==> src/rtl/pc_unit.sv <==
// rtl/pc_unit.sv - registered program counter with redirect, trap and return-address stack
//
// Ports:
//   clk               in   clock, all state on rising edge
//   rst_n             in   asynchronous active-low reset
//   stall_i           in   hold PC, RAS and misalign flag this cycle
//   trap_i            in   force PC to TRAP_VECTOR (beats stall and redirect)
//   redirect_valid_i  in   apply redirect_mode_i this cycle
//   redirect_mode_i   in   00 branch, 01 jump-register, 10 call, 11 return
//   imm_i             in   signed byte offset for branch/call
//   target_i          in   absolute target for jump-register / empty-RAS return
//   pc_o              out  current PC (register)
//   pc_next_seq_o     out  pc_o + INSTR_BYTES (link value)
//   misalign_o        out  one-cycle pulse: last redirect target misaligned
//   ras_empty_o       out  RAS holds no entries
//   ras_full_o        out  RAS holds RAS_DEPTH entries
//   ras_overflow_o    out  sticky: a call pushed while the RAS was full

module pc_unit #(
  parameter int unsigned     XLEN         = 32,
  parameter logic [XLEN-1:0] RESET_VECTOR = '0,
  parameter logic [XLEN-1:0] TRAP_VECTOR  = XLEN'(32'h0000_0100),
  parameter int unsigned     INSTR_BYTES  = 4,
  parameter int unsigned     RAS_DEPTH    = 4
) (
  input  logic            clk,
  input  logic            rst_n,
  input  logic            stall_i,
  input  logic            trap_i,
  input  logic            redirect_valid_i,
  input  logic [1:0]      redirect_mode_i,
  input  logic [XLEN-1:0] imm_i,
  input  logic [XLEN-1:0] target_i,
  output logic [XLEN-1:0] pc_o,
  output logic [XLEN-1:0] pc_next_seq_o,
  output logic            misalign_o,
  output logic            ras_empty_o,
  output logic            ras_full_o,
  output logic            ras_overflow_o
);

  localparam int unsigned PTR_W = $clog2(RAS_DEPTH);
  localparam int unsigned CNT_W = PTR_W + 1;

  localparam logic [XLEN-1:0]  ONE        = XLEN'(1);
  localparam logic [XLEN-1:0]  STEP       = XLEN'(INSTR_BYTES);
  localparam logic [XLEN-1:0]  ALIGN_MASK = STEP - ONE;
  localparam logic [CNT_W-1:0] DEPTH_C    = CNT_W'(RAS_DEPTH);
  localparam logic [PTR_W-1:0] PTR_ONE    = PTR_W'(1);
  localparam logic [CNT_W-1:0] CNT_ONE    = CNT_W'(1);

  typedef enum logic [1:0] {
    MODE_BRANCH = 2'b00,
    MODE_JR     = 2'b01,
    MODE_CALL   = 2'b10,
    MODE_RET    = 2'b11
  } mode_e;

  // ---------------------------------------------------------------------------
  // State
  // ---------------------------------------------------------------------------
  logic [XLEN-1:0]  pc_q, pc_d;
  logic             misalign_q, misalign_d;
  logic             overflow_q, overflow_d;
  logic [PTR_W-1:0] ptr_q, ptr_d;      // next free slot; top entry is ptr_q-1
  logic [CNT_W-1:0] cnt_q, cnt_d;
  logic [XLEN-1:0]  ras_q [RAS_DEPTH];

  // ---------------------------------------------------------------------------
  // Datapath
  // ---------------------------------------------------------------------------
  logic [XLEN-1:0] pc_seq;
  logic [XLEN-1:0] rel_target;
  logic [XLEN-1:0] jr_target;
  logic [XLEN-1:0] ras_top;
  logic [XLEN-1:0] redirect_target;
  logic            ras_empty;
  logic            ras_full;
  logic            target_misaligned;
  logic            push_en;
  mode_e           mode;

  assign mode       = mode_e'(redirect_mode_i);
  assign pc_seq     = pc_q + STEP;
  assign rel_target = pc_q + imm_i;   // two's complement add, wraps silently
  assign jr_target  = target_i & ~ONE;
  assign ras_top    = ras_q[ptr_q - PTR_ONE];
  assign ras_empty  = (cnt_q == '0);
  assign ras_full   = (cnt_q == DEPTH_C);

  always_comb begin
    redirect_target = rel_target;
    unique case (mode)
      MODE_BRANCH: redirect_target = rel_target;
      MODE_JR:     redirect_target = jr_target;
      MODE_CALL:   redirect_target = rel_target;
      MODE_RET:    redirect_target = ras_empty ? jr_target : ras_top;
      default:     redirect_target = rel_target;
    endcase
  end

  // Alignment is checked on the final target, so jump-register and empty-RAS
  // returns are judged after bit0 has already been cleared.
  assign target_misaligned = |(redirect_target & ALIGN_MASK);

  // ---------------------------------------------------------------------------
  // Next-state selection: trap > stall > redirect > sequential
  // ---------------------------------------------------------------------------
  always_comb begin
    pc_d       = pc_q;
    misalign_d = misalign_q;
    overflow_d = overflow_q;
    ptr_d      = ptr_q;
    cnt_d      = cnt_q;
    push_en    = 1'b0;

    if (trap_i) begin
      pc_d       = TRAP_VECTOR;
      misalign_d = 1'b0;
    end else if (stall_i) begin
      // everything holds; a redirect offered under stall is dropped
      pc_d = pc_q;
    end else if (redirect_valid_i) begin
      pc_d       = target_misaligned ? TRAP_VECTOR : redirect_target;
      misalign_d = target_misaligned;

      // RAS side effects happen even when the target turns out misaligned
      if (mode == MODE_CALL) begin
        push_en = 1'b1;
        ptr_d   = ptr_q + PTR_ONE;
        if (ras_full) begin
          // oldest entry sits at ptr_q when full, so the write replaces it
          overflow_d = 1'b1;
        end else begin
          cnt_d = cnt_q + CNT_ONE;
        end
      end else if (mode == MODE_RET && !ras_empty) begin
        ptr_d = ptr_q - PTR_ONE;
        cnt_d = cnt_q - CNT_ONE;
      end
    end else begin
      pc_d       = pc_seq;
      misalign_d = 1'b0;
    end
  end

  // ---------------------------------------------------------------------------
  // Registers
  // ---------------------------------------------------------------------------
  always_ff @(posedge clk or negedge rst_n) begin
    if (!rst_n) begin
      pc_q       <= RESET_VECTOR;
      misalign_q <= 1'b0;
      overflow_q <= 1'b0;
      ptr_q      <= '0;
      cnt_q      <= '0;
    end else begin
      pc_q       <= pc_d;
      misalign_q <= misalign_d;
      overflow_q <= overflow_d;
      ptr_q      <= ptr_d;
      cnt_q      <= cnt_d;
    end
  end

  // Entry storage needs no reset: clearing the count makes old contents
  // unreachable.
  always_ff @(posedge clk) begin
    if (push_en) begin
      ras_q[ptr_q] <= pc_seq;
    end
  end

  // ---------------------------------------------------------------------------
  // Outputs
  // ---------------------------------------------------------------------------
  assign pc_o           = pc_q;
  assign pc_next_seq_o  = pc_seq;
  assign misalign_o     = misalign_q;
  assign ras_empty_o    = ras_empty;
  assign ras_full_o     = ras_full;
  assign ras_overflow_o = overflow_q;

endmodule

==> config.mk <==
export PLATFORM = sky130hd
export DESIGN_NAME = pc_unit
export DESIGN_NICKNAME = d
export VERILOG_FILES = /design/src/rtl/pc_unit.sv
export SDC_FILE = /design/constraint.sdc
export NUM_CORES = 1
export LEC_CHECK = 0
export CORE_UTILIZATION = 55
export CTS_CLUSTER_DIAMETER = 30
export DETAILED_ROUTE_END_ITERATION = 6
export PLACE_DENSITY = 0.81
export SYNTH_ARGS = -nofsm -noshare
export SYNTH_HDL_FRONTEND = slang
export SYNTH_SLANG_ARGS = --single-unit
==> constraint.sdc <==
create_clock -name clk -period 3.5 [get_ports clk]
set_input_delay 0.7 -clock clk [delete_from_list [all_inputs] [get_ports clk]]
set_output_delay 0.7 -clock clk [all_outputs]
set_load 0.005 [all_outputs]
# After elaboration in Yosys (flattened, before gate mapping)
# Memories as Yosys holds them, arrays and structs flattened.
# Index checks and enable logic that the tools add are counted.
# Widths: inputs -> output; s select.
# word_totals
memories	1
reg_bits	39
ramBits	128
# memory_table
name	depth	word_bits	rd	rd_ports_with_merged_regs	wr	line_no	rtl
ras_q	4	32	1	0	1	67	logic [XLEN-1:0] ras_q [RAS_DEPTH];
# classes
addsub	6
muxes	20
n_reduce_logical	10
n_eq_ne	6
bitwise	2
# op_table
op	n
$mux 32	5
$pmux 32 s3	1
$add 32x3->32 const B	1
$add 32x32->32	1
$reduce_and 5->1	2
$mux 1	9
$mux 3	3
$eq 2x2->1 const B	2
$mux 2	2
$reduce_and 4->1	1
$reduce_or 2->1	2
$add 3x1->3 const B	1
$eq 3x3->1 const B	1
$logic_not 3->1	1
$sub 3x1->3 const B	1
$add 2x1->2 const B	1
$eq 2x1->1 const B	1
$logic_not 2->1	1
$ne 2x1->1 const B	1
$ne 2x2->1 const B	1
$not 1->1	2
$reduce_bool 2->1	1
$sub 2x1->2 const B	1
$logic_and 1x1->1	1
$logic_not 1->1	1

# Longest topological paths before layout
# Gate-level depths: netlist (run 1).
# An unclocked memory read counts as a cell.
# depth
depth_word	9
ltp_mapped	12
ltp_nobuf	11

# Least setup slack after synthesis (run 1)
# No wires, ideal clock.
# synth_timing
path_kind	input-to-reg
startpoint	input imm_i[0]
endpoint	register pc_q[28], in the netlist pc_o[28]
t_required_ns	3.429
cell_stages	10
arrival_time_ns	3.055
path_slack_ns	0.374
path_buffers	0
setup_ns	0.071
cell_sequence	ha_1 > inv_1 > fa_1 > or4bb_1 > o31a_1 > o31a_1 > nor3_2 > nand2_1 > or4_1 > nand4_1
# synth_between
elab_chain_len	7
# synth_lines
element	line_no	rtl
start: declaration	32	input logic [XLEN-1:0] imm_i,
$add 32x32->32 (*)	85	assign rel_target = pc_q + imm_i;
$pmux 32 s3 (*)	93	unique case (mode)
$reduce_or 2->1	104	assign target_misaligned = |(redirect_target & ALIGN_MASK);
$mux 32 (*)	124	pc_d = target_misaligned ? TRAP_VECTOR : redirect_target;
$mux 32 (*)	123	end else if (redirect_valid_i) begin
$mux 32 (*)	120	end else if (stall_i) begin
$mux 32 (*)	117	if (trap_i) begin
end signal: assignment	158	pc_q <= pc_d;
end: declaration	62	logic [XLEN-1:0] pc_q, pc_d;
# Mark *: on every way between the ends. The rest lies on a longest branch, timed or not. The select of a mux whose other input is x is not followed.
# A chain may end at the register's enable or synchronous reset.

# Final worst setup path (run 1)
# layout_timing
startpoint	register pc_q[2], in the netlist pc_o[2]
endpoint	output pc_next_seq_o[21]
# layout_between
elab_chain_len	1
# layout_lines
element	line_no	rtl
$add 32x3->32	84	assign pc_seq = pc_q + STEP;
end: declaration	35	output logic [XLEN-1:0] pc_next_seq_o,
# No other way between the ends.

==> metrics.log, run 1 <==
INFO  metric run_status = complete, but fails checks
INFO  metric total_leakage_power = 5.09 nW
INFO  metric cts_hold_buffers = 0
INFO  metric clk_pin_slew = 0.07 ns
INFO  metric synth_top_area_cell = edfxtp_1
INFO  metric global_route.overflow_total = 0
INFO  metric design.portCount = 139
INFO  metric yosys_warnings = 0
INFO  metric cp_data_arrival_time = 2.81 ns
INFO  metric finalWeightedCongestion = 0.950
INFO  metric post_detailed_route_count_of_antenna_violating_nets = 0
INFO  metric grt_antenna_before_repair = 0
INFO  metric critPathKind = reg -> out
INFO  metric io_buffer_count = 137
INFO  metric clock_path_buffers = 2
INFO  metric largest_cells_by_area_after_synthesis = edfxtp_1 (41%), dfrtp_1 (10%), mux4_2 (7.4%), ha_1 (4.8%), xnor2_1 (3.0%)
INFO  metric ir_worst_vdd = 0.450 mV
INFO  metric critical_path.max_fanout = 5
INFO  metric post_synth_instance_area = 9450 um2
INFO  metric postLayoutCellArea = 12700 um2
INFO  metric critical_path.endpoint_type = output pin
INFO  metric cp-start-kind = flip-flop
INFO  metric start_util = 0.566
INFO  metric number_of_drc_markers_in_iteration_0 = 1207
INFO  metric pin_count_of_the_biggest_net_entering_global_routing = 40
INFO  metric grt.total_usage = 0.342
INFO  metric route.detailed.vias_per_inst = 6.57
INFO  metric vias = 8397
INFO  metric numClockSinks = 167
INFO  metric h-tree-depth = 4
INFO  metric grt_first_pass_wirelength = 44600 um
INFO  metric syn-instance-count = 812
INFO  metric violations_in_the_final_reports = negative setup slack
INFO  metric cts_inserted_buffers = 17
INFO  metric power_dens_cells = 503 nW/um2
INFO  metric final_min_period_over_clock_period = 1.00
INFO  metric fp.dieH = 133 um
INFO  metric fin_setup_tns = -0.0124 ns
INFO  metric syn-num-nets = 921
INFO  metric cts-root-buf = clkbuf_16
INFO  metric async_reset_ff_frac = 0.234
INFO  metric worst_pin_slew = 0.988 ns
INFO  metric postPlaceCellArea = 11800 um2
INFO  metric post_dp_hpwl = 20800 um
INFO  metric drt-total-wl = 30200 um
INFO  metric dr.pass1.iters = 6
INFO  metric worst_case_clock_skew = 0.00715 ns
INFO  metric timing.fmax = 285 MHz
INFO  metric post-route-drc-count = 0
INFO  metric insertion_delay = 0.44 ns
INFO  metric timing.final.hold_violations = 0
INFO  metric grt_pass1_vias = 7924
INFO  metric synth-main-ff-cell = edfxtp_1
INFO  metric slew-limit-headroom = 0.341
INFO  metric final_layout_size_suffix_gt1_frac = 0.211
INFO  metric die-area = 17700 um2
INFO  metric finalCriticalPeriod = 3.51 ns
INFO  metric synthDominantCellAreaShare = 0.407
INFO  metric tritoncts = done
INFO  metric antenna_cells_inserted = 0
INFO  metric synth-edff-count = 128
INFO  metric timing.final.setup_violations = 1
INFO  metric routed_wire_length_per_instance = 23.6 um
INFO  metric seq_area_frac_synth = 0.510
INFO  metric area_growth = 34.0%
INFO  metric num-nets-final = 1154
INFO  metric timing.hold.ws = 0.431 ns
INFO  metric synth_cell_types = 73
INFO  metric maxCapViolations = 0
INFO  metric core_occupancy_in_the_finished_layout = 0.758
INFO  metric post_synth.cell_area_avg = 11.6 um2
INFO  metric fp.coreArea = 16700 um2
INFO  metric rows = 47
INFO  metric fin_ws = -0.0124 ns
INFO  metric worstPathRequired = 2.80 ns
INFO  metric final_max_slew_viol_count = 0
INFO  metric regToRegSetupSlack = 0.49 ns
INFO  metric hold_path_class = in -> async
INFO  metric die_width = 133 um
INFO  metric synth.ff_latch_count = 167
## registers in the layout, indices dropped and copies added (netlist names)
| signal | cells |
|---|---|
| ras_q | 128 |
| cnt_q | 3 |
| misalign_o | 1 |
| pc_o | 32 |
| ras_overflow_o | 1 |
| ptr_q | 2 |
## worst paths after layout
path	startpoint	to	cells after the start
worst max register to register	pc_o[2]	pc_o[28]	11
worst max-delay path	pc_o[2]	pc_next_seq_o[21]	8
min in group clk	ras_overflow_o	ras_overflow_o	1
worst min register to register	ras_overflow_o	ras_overflow_o	1
max in group asynchronous	rst_n	ptr_q[0]	1
worst min-delay path	rst_n	pc_o[25]	1
## synth_stat cells (16+ instances only)
master    number
a21o_1        19
a21oi_1       54
a221oi_1      16
clkbuf_1      31
dfrtp_1       39
edfxtp_1     128
ha_1          36
inv_1         24
mux4_2        31
nand2_1       59
nand3_1       31
nor2_1        49
nor3_1        17
o21ai_0       51
xnor2_1       32
xor2_1        21
## repair_timing
action                     CTS  global route
setup endpoints to repair   18            12
pin swaps                    7             5
resized for setup           26            17
setup buffers                6            11
## cells in the final DEF (no fill, tap or decap), types with 6 or more instances in the layout
master / netlist / layout
clkdlybuf4s50_1: 0 / 129
edfxtp_1: 128 / 128
buf_4: 2 / 110
nand2_1: 59 / 58
a21oi_1: 54 / 54
o21ai_0: 51 / 51
nor2_1: 49 / 47
dfrtp_1: 39 / 36
ha_1: 36 / 35
mux4_2: 31 / 31
nand3_1: 31 / 28
inv_1: 24 / 24
xnor2_1: 32 / 20
a21o_1: 19 / 19
xor2_1: 21 / 18
clkbuf_16: 0 / 17
a221oi_1: 16 / 16
nor3_1: 17 / 14
a22oi_1: 12 / 12
xnor2_2: 0 / 11
and2_1: 10 / 10
o21bai_1: 9 / 9
and3_1: 9 / 8
nand4_1: 8 / 8
a31oi_1: 7 / 7
a211oi_1: 6 / 6
buf_12: 0 / 6
## metrics by stage
stage                     std cells  setup slack, ns  power [mW]
after floorplan                 812            0.374        3.65
after global placement         1229           -0.118        4.41
after detailed placement       1229           -0.170        4.46
after CTS                      1267          0.00174        6.29
after global routing           1278           -0.108        6.59
final                          1278          -0.0124        6.36
## cells by family (layout without fill, tap and decap cells)
| family | Yosys count | after routing | synth area share |
|---|---|---|---|
| mux | 35 | 35 | 0.0782 |
| fa+ha+maj | 38 | 38 | 0.0519 |
| buf+inv | 65 | 311 | 0.0271 |
| compound gates | 230 | 230 | 0.164 |
| flops | 167 | 167 | 0.510 |
| xor+xnor | 53 | 53 | 0.0491 |
| simple gates | 224 | 224 | 0.120 |
## area by class of cell
type                            count  area [um2]
Sequential cell                   167        4820
Tap cell                          220         275
Fill cell                        1046        4040
Clock buffer                       18         429
Clock inverter                     14         141
Inverter                           25        93.8
Timing Repair Buffer              254        2320
Multi-Input combinational cell    580        4580
## metal layers
metal,GRT usage,share of wire,vias up
li1,-,-,3619
met1,0.480,0.39,4042
met2,0.506,0.45,619
met3,0.0812,0.11,117
met4,0.153,0.044,0
met5,0,0,-
## worst max-delay path, stage by stage, from the launching register on
cell and delay [ns]:
dfrtp_2 0.43, and3_4 0.21, nand2_1 0.10, or3_4 0.38, nor3_4 0.27, buf_6 0.17
nand2_1 0.09, xnor2_2 0.18, clkdlybuf4s50_1 0.54
## power breakdown
group          switching (mW)  internal [mW]
logic                    1.17           1.04
registers              0.0910           2.23
clock network           0.836           1.00
Power figures use the tool's default switching activity.
==> run 2: changes to the inputs <==
CAP_MARGIN = 10   (was default)
clock period = 3.6 ns   (was 3.5 ns; I/O delays follow)
==> metrics.log, run 2 (same netlist as run 1, synthesis figures left out) <==
INFO  metric run_status = complete, but fails checks (unchanged)
INFO  metric violations_in_the_final_reports = design-rule violations, negative setup slack (was negative setup slack)
INFO  metric power.total = 6.25 mW (was 6.36 mW)
INFO  metric dp_worst_setup_slack = -0.132 ns (was -0.170 ns)
INFO  metric die_width = 133 um (unchanged)
INFO  metric global_route.overflow_total = 0 (unchanged)
INFO  metric timing.final.setup_violations = 1 (unchanged)
INFO  metric most-common-layout-cells = clkdlybuf4s50_1 (130), edfxtp_1 (128), buf_4 (100), nand2_1 (59), a21oi_1 (54) (was clkdlybuf4s50_1 (129), edfxtp_1 (128), buf_4 (110), nand2_1 (58), a21oi_1 (54))
INFO  metric h-tree-depth = 4 (unchanged)
INFO  metric hold_path_class = in -> async (unchanged)
INFO  metric fp.dieH = 133 um (unchanged)
INFO  metric grt_first_pass_wirelength = 45800 um (was 44600 um)
INFO  metric critPathKind = reg -> out (unchanged)
INFO  metric power.switching_fraction = 0.318 (was 0.329)
INFO  metric core_occupancy_in_the_finished_layout = 0.754 (was 0.758)
INFO  metric max_flop_register = ras_q (unchanged)
INFO  metric post_detailed_route_count_of_antenna_violating_nets = 0 (unchanged)
INFO  metric share_comb_of_total_power = 0.342 (was 0.347)
INFO  metric final_layout_size_suffix_gt1_frac = 0.200 (was 0.211)
INFO  metric area_growth = 33.3% (was 34.0%)
INFO  metric cp-start-kind = flip-flop (unchanged)
INFO  metric pin_count_of_the_biggest_net_entering_global_routing = 40 (unchanged)
INFO  metric final_common_cell = clkdlybuf4s50_1 (unchanged)
INFO  metric cts-root-buf = clkbuf_16 (unchanged)
INFO  metric post-route-drc-count = 1 (was 0)
INFO  metric fin_ws = -0.00262 ns (was -0.0124 ns)
INFO  metric worst_pin_slew = 1.04 ns (was 0.988 ns)
INFO  metric io_buffer_count = 137 (unchanged)
INFO  metric cts_inserted_buffers = 17 (unchanged)
INFO  metric numClockSinks = 167 (unchanged)
INFO  metric tritoncts = done (unchanged)
INFO  metric timing.fmax = 278 MHz
INFO  metric antenna_cells_inserted = 0 (unchanged)
INFO  metric fin_setup_tns = -0.00262 ns (was -0.0124 ns)
INFO  metric ir_worst_vdd = 0.520 mV (was 0.450 mV)
INFO  metric grt_antenna_before_repair = 0 (unchanged)
INFO  metric final_max_slew_viol_count = 0 (unchanged)
INFO  metric rows = 47 (unchanged)
INFO  metric drt-total-wl = 30400 um (was 30200 um)
INFO  metric power.share.clock = 0.297 (was 0.289)
INFO  metric number_of_drc_markers_in_iteration_0 = 1238 (was 1207)
INFO  metric routed_wire_length_per_instance = 24.0 um (was 23.6 um)
INFO  metric start_util = 0.566 (unchanged)
INFO  metric critical_path.endpoint_type = output pin (unchanged)
INFO  metric die-area = 17700 um2 (unchanged)
INFO  metric route.detailed.vias_per_inst = 6.65 (was 6.57)
INFO  metric vias = 8410 (was 8397)
INFO  metric total_leakage_power = 5.09 nW (about the same)
INFO  metric largest_register_ff_count = 128 (unchanged)
INFO  metric final_min_period_over_clock_period = 1.00
INFO  metric post_dp_hpwl = 21000 um (was 20800 um)
INFO  metric worstPathRequired = 2.88 ns (was 2.80 ns)
INFO  metric design.portCount = 139 (unchanged)
INFO  metric finalCriticalPeriod = 3.60 ns
INFO  metric grt_pass1_vias = 8248 (was 7924)
INFO  metric switchingPower = 1.99 mW (was 2.10 mW)
INFO  metric power_frac_seq = 0.361 (was 0.365)
INFO  metric dr.pass1.iters = 7 (was 6)
INFO  metric num-nets-final = 1142 (was 1154)
INFO  metric grt.total_usage = 0.350 (was 0.342)
INFO  metric maxCapViolations = 0 (unchanged)
INFO  metric timing.final.hold_violations = 0 (unchanged)
INFO  metric cts_hold_buffers = 0 (unchanged)
INFO  metric worst_case_clock_skew = 0.0102 ns (was 0.00715 ns)
INFO  metric finalWeightedCongestion = 0.967 (was 0.950)
INFO  metric fp.coreArea = 16700 um2 (unchanged)
INFO  metric critical_path.max_fanout = 4 (was 5)
INFO  metric power_dens_cells = 496 nW/um2 (was 503 nW/um2)
INFO  metric grt_setup_unrepaired = yes
INFO  metric insertion_delay = 0.43 ns (was 0.44 ns)
INFO  metric cp_data_arrival_time = 2.88 ns (was 2.81 ns)
INFO  metric slew-limit-headroom = 0.306 (was 0.341)
INFO  metric p_int = 4.26 mW (was 4.27 mW)
INFO  metric clk_pin_slew = 0.06 ns (was 0.07 ns)
INFO  metric r2r_cells = 11 (unchanged)
INFO  metric clock_path_buffers = 2 (unchanged)
[run 2: cell count changes in the layout (fill, tap and decap cells not counted), sizes merged]
cell and delta:
clkdlybuf4s50 +1, inv -4, clkinvlp +2, dlymetal6s2s +3
buf -12, clkinv -3, dlygate4sd2 -4, clkbuf +2
bufinv +2
[run 2: power by group through the flow]
stage	logic (mW)	registers [mW]	clock network, mW
2_1_floorplan	1.26	2.29	0
3_3_place_gp	2.00	2.28	0
3_5_place_dp	2.05	2.29	0
4_1_cts	2.08	2.25	1.86
5_1_grt	2.27	2.27	1.94
6_report	2.14	2.26	1.86
[run 2: worst max-delay path: stages, from the launching register on]
cell and delay [ns]:
dfrtp_1 0.41, ha_2 0.24, nand3_1 0.18, or3_4 0.42, nor3_4 0.18, nand3_1 0.18
xnor2_2 0.27, clkdlybuf4s50_1 0.56
[run 2: path summary, 6_finish.rpt]
path                       slack [ns]                end      startpoint
setup / recovery               -0.003  pc_next_seq_o[22]         pc_o[3]
hold / removal                   0.46           pc_o[25]           rst_n
setup reg to reg                 0.51           pc_o[22]         pc_o[3]
hold reg to reg                  0.50     ras_overflow_o  ras_overflow_o
max in group asynchronous        2.41           ptr_q[0]           rst_n
min in group clk                 0.50     ras_overflow_o  ras_overflow_o
[run 2: per-layer routing]
| layer | GRT usage | share of wire | vias up |
|---|---|---|---|
| met1 | 0.483 | 0.38 | 4083 |
| met2 | 0.551 | 0.47 | 631 |
| met4 | 0.125 | 0.032 | 0 |
| li1 | - | - | 3592 |
| met3 | 0.0739 | 0.11 | 104 |
| met5 | 0 | 0 | - |
[run 2: layout make-up]
type                            count  area (um2)
Clock buffer                       20         437
Sequential cell                   167        4820
Timing Repair Buffer              242        2230
Tap cell                          220         275
Fill cell                        1078        4100
Multi-Input combinational cell    580        4590
Inverter                           25        93.8
Clock inverter                     11         151
[run 2: per-stage QoR]
stage               area [um2]  hold slack (ns)  cells
floorplan                 9450            0.424    812
global placement         11700            0.462   1220
CTS                      12400            0.471   1259
detailed placement       11700            0.492   1220
finish                   12600            0.464   1265
global route             12600            0.517   1265
[run 2: timing repair]
action / 4_1_cts / 5_1_grt
pin swaps: 4 / 9
gates cloned: 0 / 0
endpoints found under the setup margin: 15 / 15
resized for setup: 19 / 22
endpoints found under the hold margin: 0 / 0
setup buffers: 8 / 6
==> run 3: changes to the inputs <==
CTS_CLUSTER_DIAMETER = 100   (was 30)
==> results of run 3 <==
The final DEF is identical to that of run 2; final timing and power are the same.
